==> config.mk <==
export PLATFORM = sky130hd
export DESIGN_NAME = cache_req_arbiter
export DESIGN_NICKNAME = d
export VERILOG_FILES = /design/src/rtl/cache_req_arbiter.sv
export SDC_FILE = /design/constraint.sdc
export NUM_CORES = 1
export LEC_CHECK = 0
export CAP_MARGIN = 20
export CORE_MARGIN = 1.5
export CORE_UTILIZATION = 40
export DETAILED_ROUTE_END_ITERATION = 12
export GPL_ROUTABILITY_DRIVEN = 0
export MAX_ROUTING_LAYER = met4
export PLACE_DENSITY_LB_ADDON = 0.2
export SYNTH_ARGS = -nofsm -noshare
export SYNTH_HDL_FRONTEND = slang
export SYNTH_SLANG_ARGS = --single-unit
export TNS_END_PERCENT = 30
==> constraint.sdc <==
create_clock -name clk_41 -period 2.3 [get_ports clk_41]
set_input_delay 0.46 -clock clk_41 [delete_from_list [all_inputs] [get_ports clk_41]]
set_output_delay 0.46 -clock clk_41 [all_outputs]
set_load 0.005 [all_outputs]
==> src/rtl/cache_req_arbiter.sv <==
// cache_req_arbiter: round-robin arbiter sharing one cache lookup port; CACHE_ARB_STATS_EN adds per-requester hit/miss counters.
module cache_req_arbiter #(
  parameter int NUM_REQ      = 4,
  parameter int ADDR_W       = 31,
  parameter int MISS_PENALTY = 20,
  parameter int CNT_W        = 31
) (
  input  logic                      clk_41,
  input  logic                      rst_41,
  input  logic [NUM_REQ-1:0]        req_valid_41,
  input  logic [NUM_REQ*ADDR_W-1:0] req_addr_41,
  output logic [NUM_REQ-1:0]        req_ready_41,
  output logic [NUM_REQ-1:0]        resp_valid_41,
  output logic                      resp_hit_41,
  output logic                      cache_req_41,
  output logic [ADDR_W-1:0]         cache_addr_41,
  input  logic                      cache_hit_41,
  input  logic                      cache_miss_41,
  output logic                      busy_41
`ifdef CACHE_ARB_STATS_EN
  ,
  output logic [NUM_REQ*CNT_W-1:0]  hit_cnt_41,
  output logic [NUM_REQ*CNT_W-1:0]  miss_cnt_41
`endif
);
  localparam int IW = $clog2(NUM_REQ);
  localparam int CW = MISS_PENALTY > 1 ? $clog2(MISS_PENALTY) : 1;
  localparam logic [CW-1:0] LOAD = CW'(MISS_PENALTY > 0 ? MISS_PENALTY - 1 : 0);
  typedef enum logic [2:0] {IDLE, LOOKUP, WAIT_RSP, REFILL, RESP} state_t;
  state_t state, state_nxt;
  logic [IW-1:0] rr_ptr, owner, win;
  logic [CW-1:0] cnt;
  logic hit_r, any;
  // Scan from the highest offset down so the nearest requester at or after rr_ptr wins.
  always_comb begin
    win = '0;
    any = |req_valid_41;
    for (int i = NUM_REQ - 1; i >= 0; i--)
      if (req_valid_41[IW'((int'(rr_ptr) + i) % NUM_REQ)]) win = IW'((int'(rr_ptr) + i) % NUM_REQ);
  end
  always_ff @(posedge clk_41)
    if (!rst_41) state <= IDLE;
    else state <= state_nxt;
  always_comb begin
    state_nxt = state;
    req_ready_41 = '0;
    resp_valid_41 = '0;
    cache_req_41 = state == LOOKUP;
    resp_hit_41 = state == RESP && hit_r;
    busy_41 = state != IDLE;
    case (state)
      IDLE: begin
        state_nxt = any ? LOOKUP : IDLE;
        req_ready_41[win] = any && rst_41;
      end
      LOOKUP: state_nxt = WAIT_RSP;
      WAIT_RSP: state_nxt = cache_miss_41 ? (MISS_PENALTY > 0 ? REFILL : RESP) : cache_hit_41 ? RESP : WAIT_RSP;
      REFILL: state_nxt = cnt == '0 ? RESP : REFILL;
      RESP: begin
        state_nxt = IDLE;
        resp_valid_41[owner] = 1'b1;
      end
      default: state_nxt = IDLE;
    endcase
  end
  always_ff @(posedge clk_41)
    if (!rst_41) begin
      rr_ptr <= '0;
      owner <= '0;
      cache_addr_41 <= '0;
      hit_r <= 1'b0;
      cnt <= '0;
    end else begin
      if (state == IDLE && any) begin
        owner <= win;
        cache_addr_41 <= req_addr_41[win*ADDR_W +: ADDR_W];
        rr_ptr <= IW'((int'(win) + 1) % NUM_REQ);
      end
      // A simultaneous hit and miss is resolved as a miss.
      if (state == WAIT_RSP && (cache_hit_41 || cache_miss_41)) hit_r <= !cache_miss_41;
      if (state == WAIT_RSP && cache_miss_41) cnt <= LOAD;
      else if (state == REFILL && cnt != '0) cnt <= cnt - 1'b1;
    end
`ifdef CACHE_ARB_STATS_EN
  always_ff @(posedge clk_41)
    if (!rst_41) begin
      hit_cnt_41 <= '0;
      miss_cnt_41 <= '0;
    end else if (state == RESP) begin
      if (hit_r) hit_cnt_41[owner*CNT_W +: CNT_W] <= hit_cnt_41[owner*CNT_W +: CNT_W] + 1'b1;
      else miss_cnt_41[owner*CNT_W +: CNT_W] <= miss_cnt_41[owner*CNT_W +: CNT_W] + 1'b1;
    end
`endif
endmodule

==> metrics.md, run 1 <==
| Metric | Value |
|---|---|
| Clock share of power | `14.7%` |
| Final setup margin | `approximately 81 ps` |
| Final Hold Viols | `0` |
| Largest net degree at the start of global routing | `42` |
| 1st-iter DRT viols | `77` |
| Clk sinks | `44` |
| Die area | `8560 µm²` |
| # rows | `32` |
| Pwr dens | `between 800 and 900 nW/µm²` |
| Gr ovfl total | `0` |
| Internal Power | `0.002578 W` |
| Initial antenna violation count | `0` |
| Startpoint types | `register` |
| Comb power frac | `58.3%` |
| Post-synthesis sequential area ratio | `27.48%` |
| Ports | `between 150 and 200` |
| CTS tree | `yes` |
| Slowest CP cell | `or3_4` |
| Lkg Pwr | `roughly 2.0 nW` |
| Yosys reg bits | `44` |
| Mapped Cells | `310` |
| Worst path max stage delay | `400 ps` |
| Vias in the first global route | `between 3000 and 4000` |
| Max Slew Vio Count | `0` |
| Tightest Pin Transition | `522.0 ps` |
| Diode count | `0` |
| Reg clk slew, reported paths | `90 ps` |
| Util after Layout | `66.60%` |
| Post-DRT Antenna Nets | `0` |
| Layout cells sized above 1 | `between 20% and 30%` |
| Relative slew margins | `65.20%` |
| Die W | `approximately 93 µm` |
| Fin nets | `620` |
| Die H | `92.52 µm` |
| Crit path DAT | `1760 ps` |
| Global-route wire length before repair | `between 15000 and 20000 µm` |
| Setup Skew | `8.339 ps` |
| Worst-path cell chain | `or3_4 > or2_4 > nor3_1 > dlygate4sd2_1` |
| Worst Path Max Fanout | `6` |
| Delay-heaviest family, CP | `simple AND/OR/NAND/NOR gates` |
| Synth Cell Area | `3206 µm²` |
| Clock Path Buffers | `2` |
| Placed cell count | `581` |
| Maximum vdd drop | `0.001020 V` |
| Port buffer count | `173` |
| Hold-fix buffers, CTS | `0` |
| Routed length per instance | `approximately 17 µm` |
| Setup CP Type | `reg -> out` |
| Sequential power share | `27.1%` |
| First-pass iteration count of the detailed router | `4` |
| Core Box Area | `7727 µm²` |
| Hold crit path type | `reg -> reg` |
| Top_reg_cell synth | `dfxtp_1` |
| H-tree depth | `2` |
| WP buf/inv | `1` |
| Syn_nets | `443` |
| GRT Overall Usage | `around a quarter` |
| Drc violations | `0` |
| Switching power of the nets | `0.001596 W` |
| Dpl hpwl | `7426 µm` |
| Initial core utilization | `41.48%` |
| Net Sw Frac | `38.25%` |
| Fmax | `450.7 MHz` |
| Yosys cell types | `45` |
| CTS Buf Count | `5` |
| Clock root cell | `clkbuf_8` |
| Average size of a mapped cell | `10.34 µm²` |
| Tmin final | `around 2200 ps` |
| Setup Viol. Count Final | `0` |
| Worst setup EP type | `primary output` |
| Period utilisation layout | `96.47%` |
| CP required | `1840 ps` |
| Vias per inst | `5.334` |
| Ys async rst share | `0%` |
| Post-synth EDFFs | `0` |
| Final std cells w/o fill | `590` |
| Synth Warn # | `0` |
| Status | `completed` |
| Dpl ws | `-455.1 ps` |
| Vias | `~3100` |
| Worst skew pair latency | `300 ps` |
| # Max-Cap Violations | `0` |
| RSZ-0062 raised after global routing | `no` |
| Area growth syn-to-layout | `60.54%` |
| Total Routed Length | `between 10000 and 15000 µm` |
area by class of cell:
cell class / instances / area, µm²
well taps: 102 / 127.6
fillers: 661 / 2581
repair buffers: 198 / 1956
multi-input cells: 232 / 2043
flip-flops and latches: 44 / 885.9
clock buffers: 5 / 68.82
inverters: 6 / 22.52
clock inverters: 3 / 42.54
through the flow:
stage | total power, W | hold WS [ps] | cell area, µm² | setup TNS (ps)
floorplan | 0.002675 | 439.0 | 3206 | 0
global placement | 0.003532 | 462.9 | 5017 | -5430
detailed placement | 0.003574 | 455.6 | 5017 | -6827
CTS | 0.004186 | 467.1 | 5135 | 0
global route | 0.004425 | 528.3 | 5146 | 0
finish | 0.004174 | 463.4 | 5146 | 0
sequential cells by signal (all words and copies together), names as in the netlist:
name / count
cache_addr_41: 31
cnt: 5
hit_r: 1
owner: 2
rr_ptr: 2
state: 3
power by group through the flow:
| stage | clock network [W] | logic (W) | registers [W] |
|---|---|---|---|
| global route | 0.000660 | 0.00261 | 0.00115 |
| global placement | 0 | 0.00240 | 0.00113 |
| detailed placement | 0 | 0.00244 | 0.00113 |
| floorplan | 0 | 0.00154 | 0.00114 |
| finish | 0.000612 | 0.00243 | 0.00113 |
| CTS | 0.000623 | 0.00244 | 0.00112 |
layer usage:
layer	track usage, %	vias up	part of all wire (%)
met5	-	-	0
met4	6.026	0	1.1
met3	5.172	10	7.5
met2	40.87	141	47
met1	29.62	1467	45
li1	-	1529	-
logic make-up after synthesis:
group                      after synthesis  share of synthesized area, %
muxes                                   32                         10.15
AOI/OAI and AO/OA                      112                         36.07
buffers and inverters                   34                         9.602
DFF                                     44                         27.48
and+or+nand+nor                         83                         15.22
adders and majority gates                1                        0.3903
xor gates and xnor gates                 4                         1.093
cells in the mapped netlist, types with 2 or more instances:
library cell	number	area (µm²)
dfxtp_1	44	880.8
a211oi_2	31	387.9
a221oi_2	31	465.5
and2_1	31	193.9
mux2i_1	31	310.3
o21ai_0	27	135.1
nor2_1	14	52.55
buf_6	11	123.9
nand2_1	9	33.78
clkbuf_1	6	22.52
inv_1	6	22.52
o21ai_1	6	30.03
buf_12	5	100.1
nand2b_1	5	31.28
a21boi_0	4	30.03
a21oi_1	4	20.02
buf_4	4	30.03
nor3_1	4	20.02
xnor2_1	4	35.03
nand3_1	3	15.01
a31oi_1	2	12.51
and3_1	2	12.51
nor4_1	2	12.51
o21a_1	2	15.01
or2_4	2	17.52
worst reg2reg max path: stages (launching register included):
cell	delay, ps
dfxtp_4	380
nand2b_1	140
a21o_1	170
buf_4	140
nand3_4	70
buf_4	120
buf_4	380
mux2i_1	350
a211oi_2	110
worst paths after layout:
kind | from | to | slack, ps | depth (start not counted)
hold reg to reg | hit_r | hit_r | 460 | 2
setup / recovery | state[0] | req_ready_41[3] | 80 | 4
hold / removal | hit_r | hit_r | 460 | 2
setup reg to reg | rr_ptr[1] | cache_addr_41[20] | 330 | 8
repair_timing:
item                       4_1_cts  5_1_grt
setup endpoints to repair        4        4
pin swaps                        2        0
gates resized for setup         10        7
setup buffers                    1        0
layout by cell type, fill, tap and decap left out, drive strengths merged, types with 10 or more instances in the layout:
master | netlist | layout
clkdlybuf4s50 | 0 | 165
a221oi | 32 | 32
nor2 | 16 | 16
buf | 22 | 25
and2 | 32 | 32
o21ai | 34 | 34
a211oi | 31 | 31
mux2i | 31 | 31
dfxtp | 44 | 44
nand2 | 10 | 10
Power figures use the tool's default switching activity.
==> run 2, diff against run 1 <==
Settings changed: SLEW_MARGIN set to 20.
==> results of run 2 <==
Same layout as run 1: the final DEF is identical, and so are final timing and power.
==> run 3, diff against run 2 <==
Settings changed: CORE_MARGIN 1.5 to unset.
==> metrics.md, run 3 (synthesis gave the netlist of run 1 again) <==
| Metric | Value |
|---|---|
| Reg clk slew, reported paths | `80 ps` |
| Tmin final | `roughly 2200 ps` |
| Layout cells sized above 1 | `22.63%` |
| Relative slew margins | `63.73%` |
| Port buffer count | `173` |
| Final std cells w/o fill | `588` |
| # rows | `32` |
| RSZ-0062 raised after global routing | `no` |
| Worst hold endpoint | `hit_r` |
| Dpl hpwl | `7099 µm` |
| Post-route cell area | `approximately 5000 µm²` |
| Hold crit path type | `reg -> reg` |
| Placed inst area | `5015 µm²` |
| CTS Buf Count | `5` |
| Largest net degree at the start of global routing | `47` |
| Tightest Pin Transition | `544.1 ps` |
| Util after Layout | `66.31%` |
| Worst Hold Slack | `477.8 ps` |
| Lkg Pwr | `1.957 nW` |
| Setup Viol. Count Final | `0` |
| Area growth syn-to-layout | `59.84%` |
| Reg2reg end | `cache_addr_41[23]` |
| Most common cell after layout, fill and taps aside | `clkdlybuf4s50_1` |
| Clk sinks | `44` |
| Fin nets | `618` |
| Clock root cell | `clkbuf_8` |
| Period utilisation layout | `a little over nine tenths` |
| Pwr dens | `787.8 nW/µm²` |
| Vias in the first global route | `3138` |
| Crit path DAT | `1770 ps` |
| Core Box Area | `7727 µm²` |
| Reg2reg setup slack | `410 ps` |
| CP required | `1840 ps` |
| Max Slew Vio Count | `0` |
| Initial core utilization | `41.48%` |
| Gr ovfl total | `0` |
| Maximum vdd drop | `0.001088 V` |
| CTS tree | `yes` |
| Die W | `91.52 µm` |
| Dpl ws | `-463.5 ps` |
| GRT Overall Usage | `a little under a quarter` |
| Worst Path Max Fanout | `6` |
| Vias per inst | `5.298` |
| Most flops, register | `cache_addr_41` |
| Total Routed Length | `a little under 10000 µm` |
| H-tree depth | `2` |
| WHS Path Cells | `2` |
| Setup CP Type | `reg -> out` |
| Final setup margin | `72.21 ps` |
| Worst skew pair latency | `290 ps` |
| Worst-case reg-to-reg path depth | `8` |
| Commonest non-fill, non-tap cells in the layout | `clkdlybuf4s50_1, dfxtp_1` |
| Placed cell count | `between 500 and 600` |
| Largest regs | `cache_addr_41 x31, cnt x5, state x3` |
| Startpoint of the worst hold path | `hit_r` |
| Final Hold Viols | `0` |
| Global-route wire length before repair | `between 15000 and 20000 µm` |
| Max FFs per register | `31` |
| # Max-Cap Violations | `0` |
| Routed length per instance | `16.61 µm` |
| Status | `completed` |
| Clock Path Buffers | `2` |
| Fmax | `448.9 MHz` |
| Vias | `approximately 3100` |
| Die H | `roughly 90 µm` |
| Setup Skew | `3.722 ps` |
| Post-DRT Antenna Nets | `0` |
| First-pass iteration count of the detailed router | `4` |
| Startpoint types | `register` |
| Ports | `about 170` |
| Initial antenna violation count | `0` |
| 1st-iter DRT viols | `62` |
| Critical R2R Launch | `rr_ptr[1]` |
| Die area | `~8400 µm²` |
| Drc violations | `0` |
| Worst setup EP type | `primary output` |
| Diode count | `0` |
==> run 3: power breakdown <==
group	total [W]	switching [W]	internal (W)
Sequential	0.00112	0.000129	0.000993
Clock	0.000501	0.000261	0.000240
Combinational	0.00241	0.00116	0.00126
Total	0.00404	0.00155	0.00249
==> run 3: final cells by class <==
| type | count | area (µm²) |
|---|---|---|
| clock buffer | 6 | 82.58 |
| inverter | 6 | 22.52 |
| tap | 102 | 127.6 |
| timing repair buffer | 196 | 1958 |
| sequential | 44 | 882.1 |
| multi-input combinational | 232 | 2041 |
| clock inverter | 2 | 10.01 |
| fill | 627 | 2604 |
==> run 3: how the worst max path moves through the flow <==
stage | start | end | slack [ps] | cells after the start
2_1_floorplan | req_valid_41[0] | req_ready_41[2] | 470 | 7
3_3_place_gp | req_valid_41[2] | req_ready_41[3] | -410 | 6
3_5_place_dp | req_valid_41[2] | req_ready_41[3] | -460 | 6
4_1_cts | state[0] | req_ready_41[2] | 60 | 4
5_1_grt | state[0] | req_ready_41[3] | 1 | 4
6_report | state[0] | req_ready_41[2] | 70 | 4
==> run 3: timing repair <==
item	4_1_cts	5_1_grt
resized for setup	11	3
setup endpoints to repair	4	3
pin swaps	2	0
setup buffers	1	0
cloned	0	0
hold buffers	0	0
==> run 3: metal layers <==
layer  global-route usage (%)  routed length (µm)  up-vias
li1                         -                   -     1531
met3                    5.109                 726       12
met4                    5.291                 111        0
met5                        -                   0        -
met2                    39.16                4595      120
met1                    29.73                4334     1452
==> run 3: metrics by stage <==
stage          total power, W  TNS [ps]
4_1_cts              0.004086         0
2_1_floorplan        0.002675         0
5_1_grt              0.004301         0
3_5_place_dp         0.003571     -8654
6_report             0.004036         0
3_3_place_gp         0.003528     -4905
==> run 3: worst max-delay path, cell delays in order, from the launching register on <==
cell,delay [ps]
dfxtp_1,370
or3_4,420
or2_4,270
nor3_1,170
dlygate4sd2_1,260
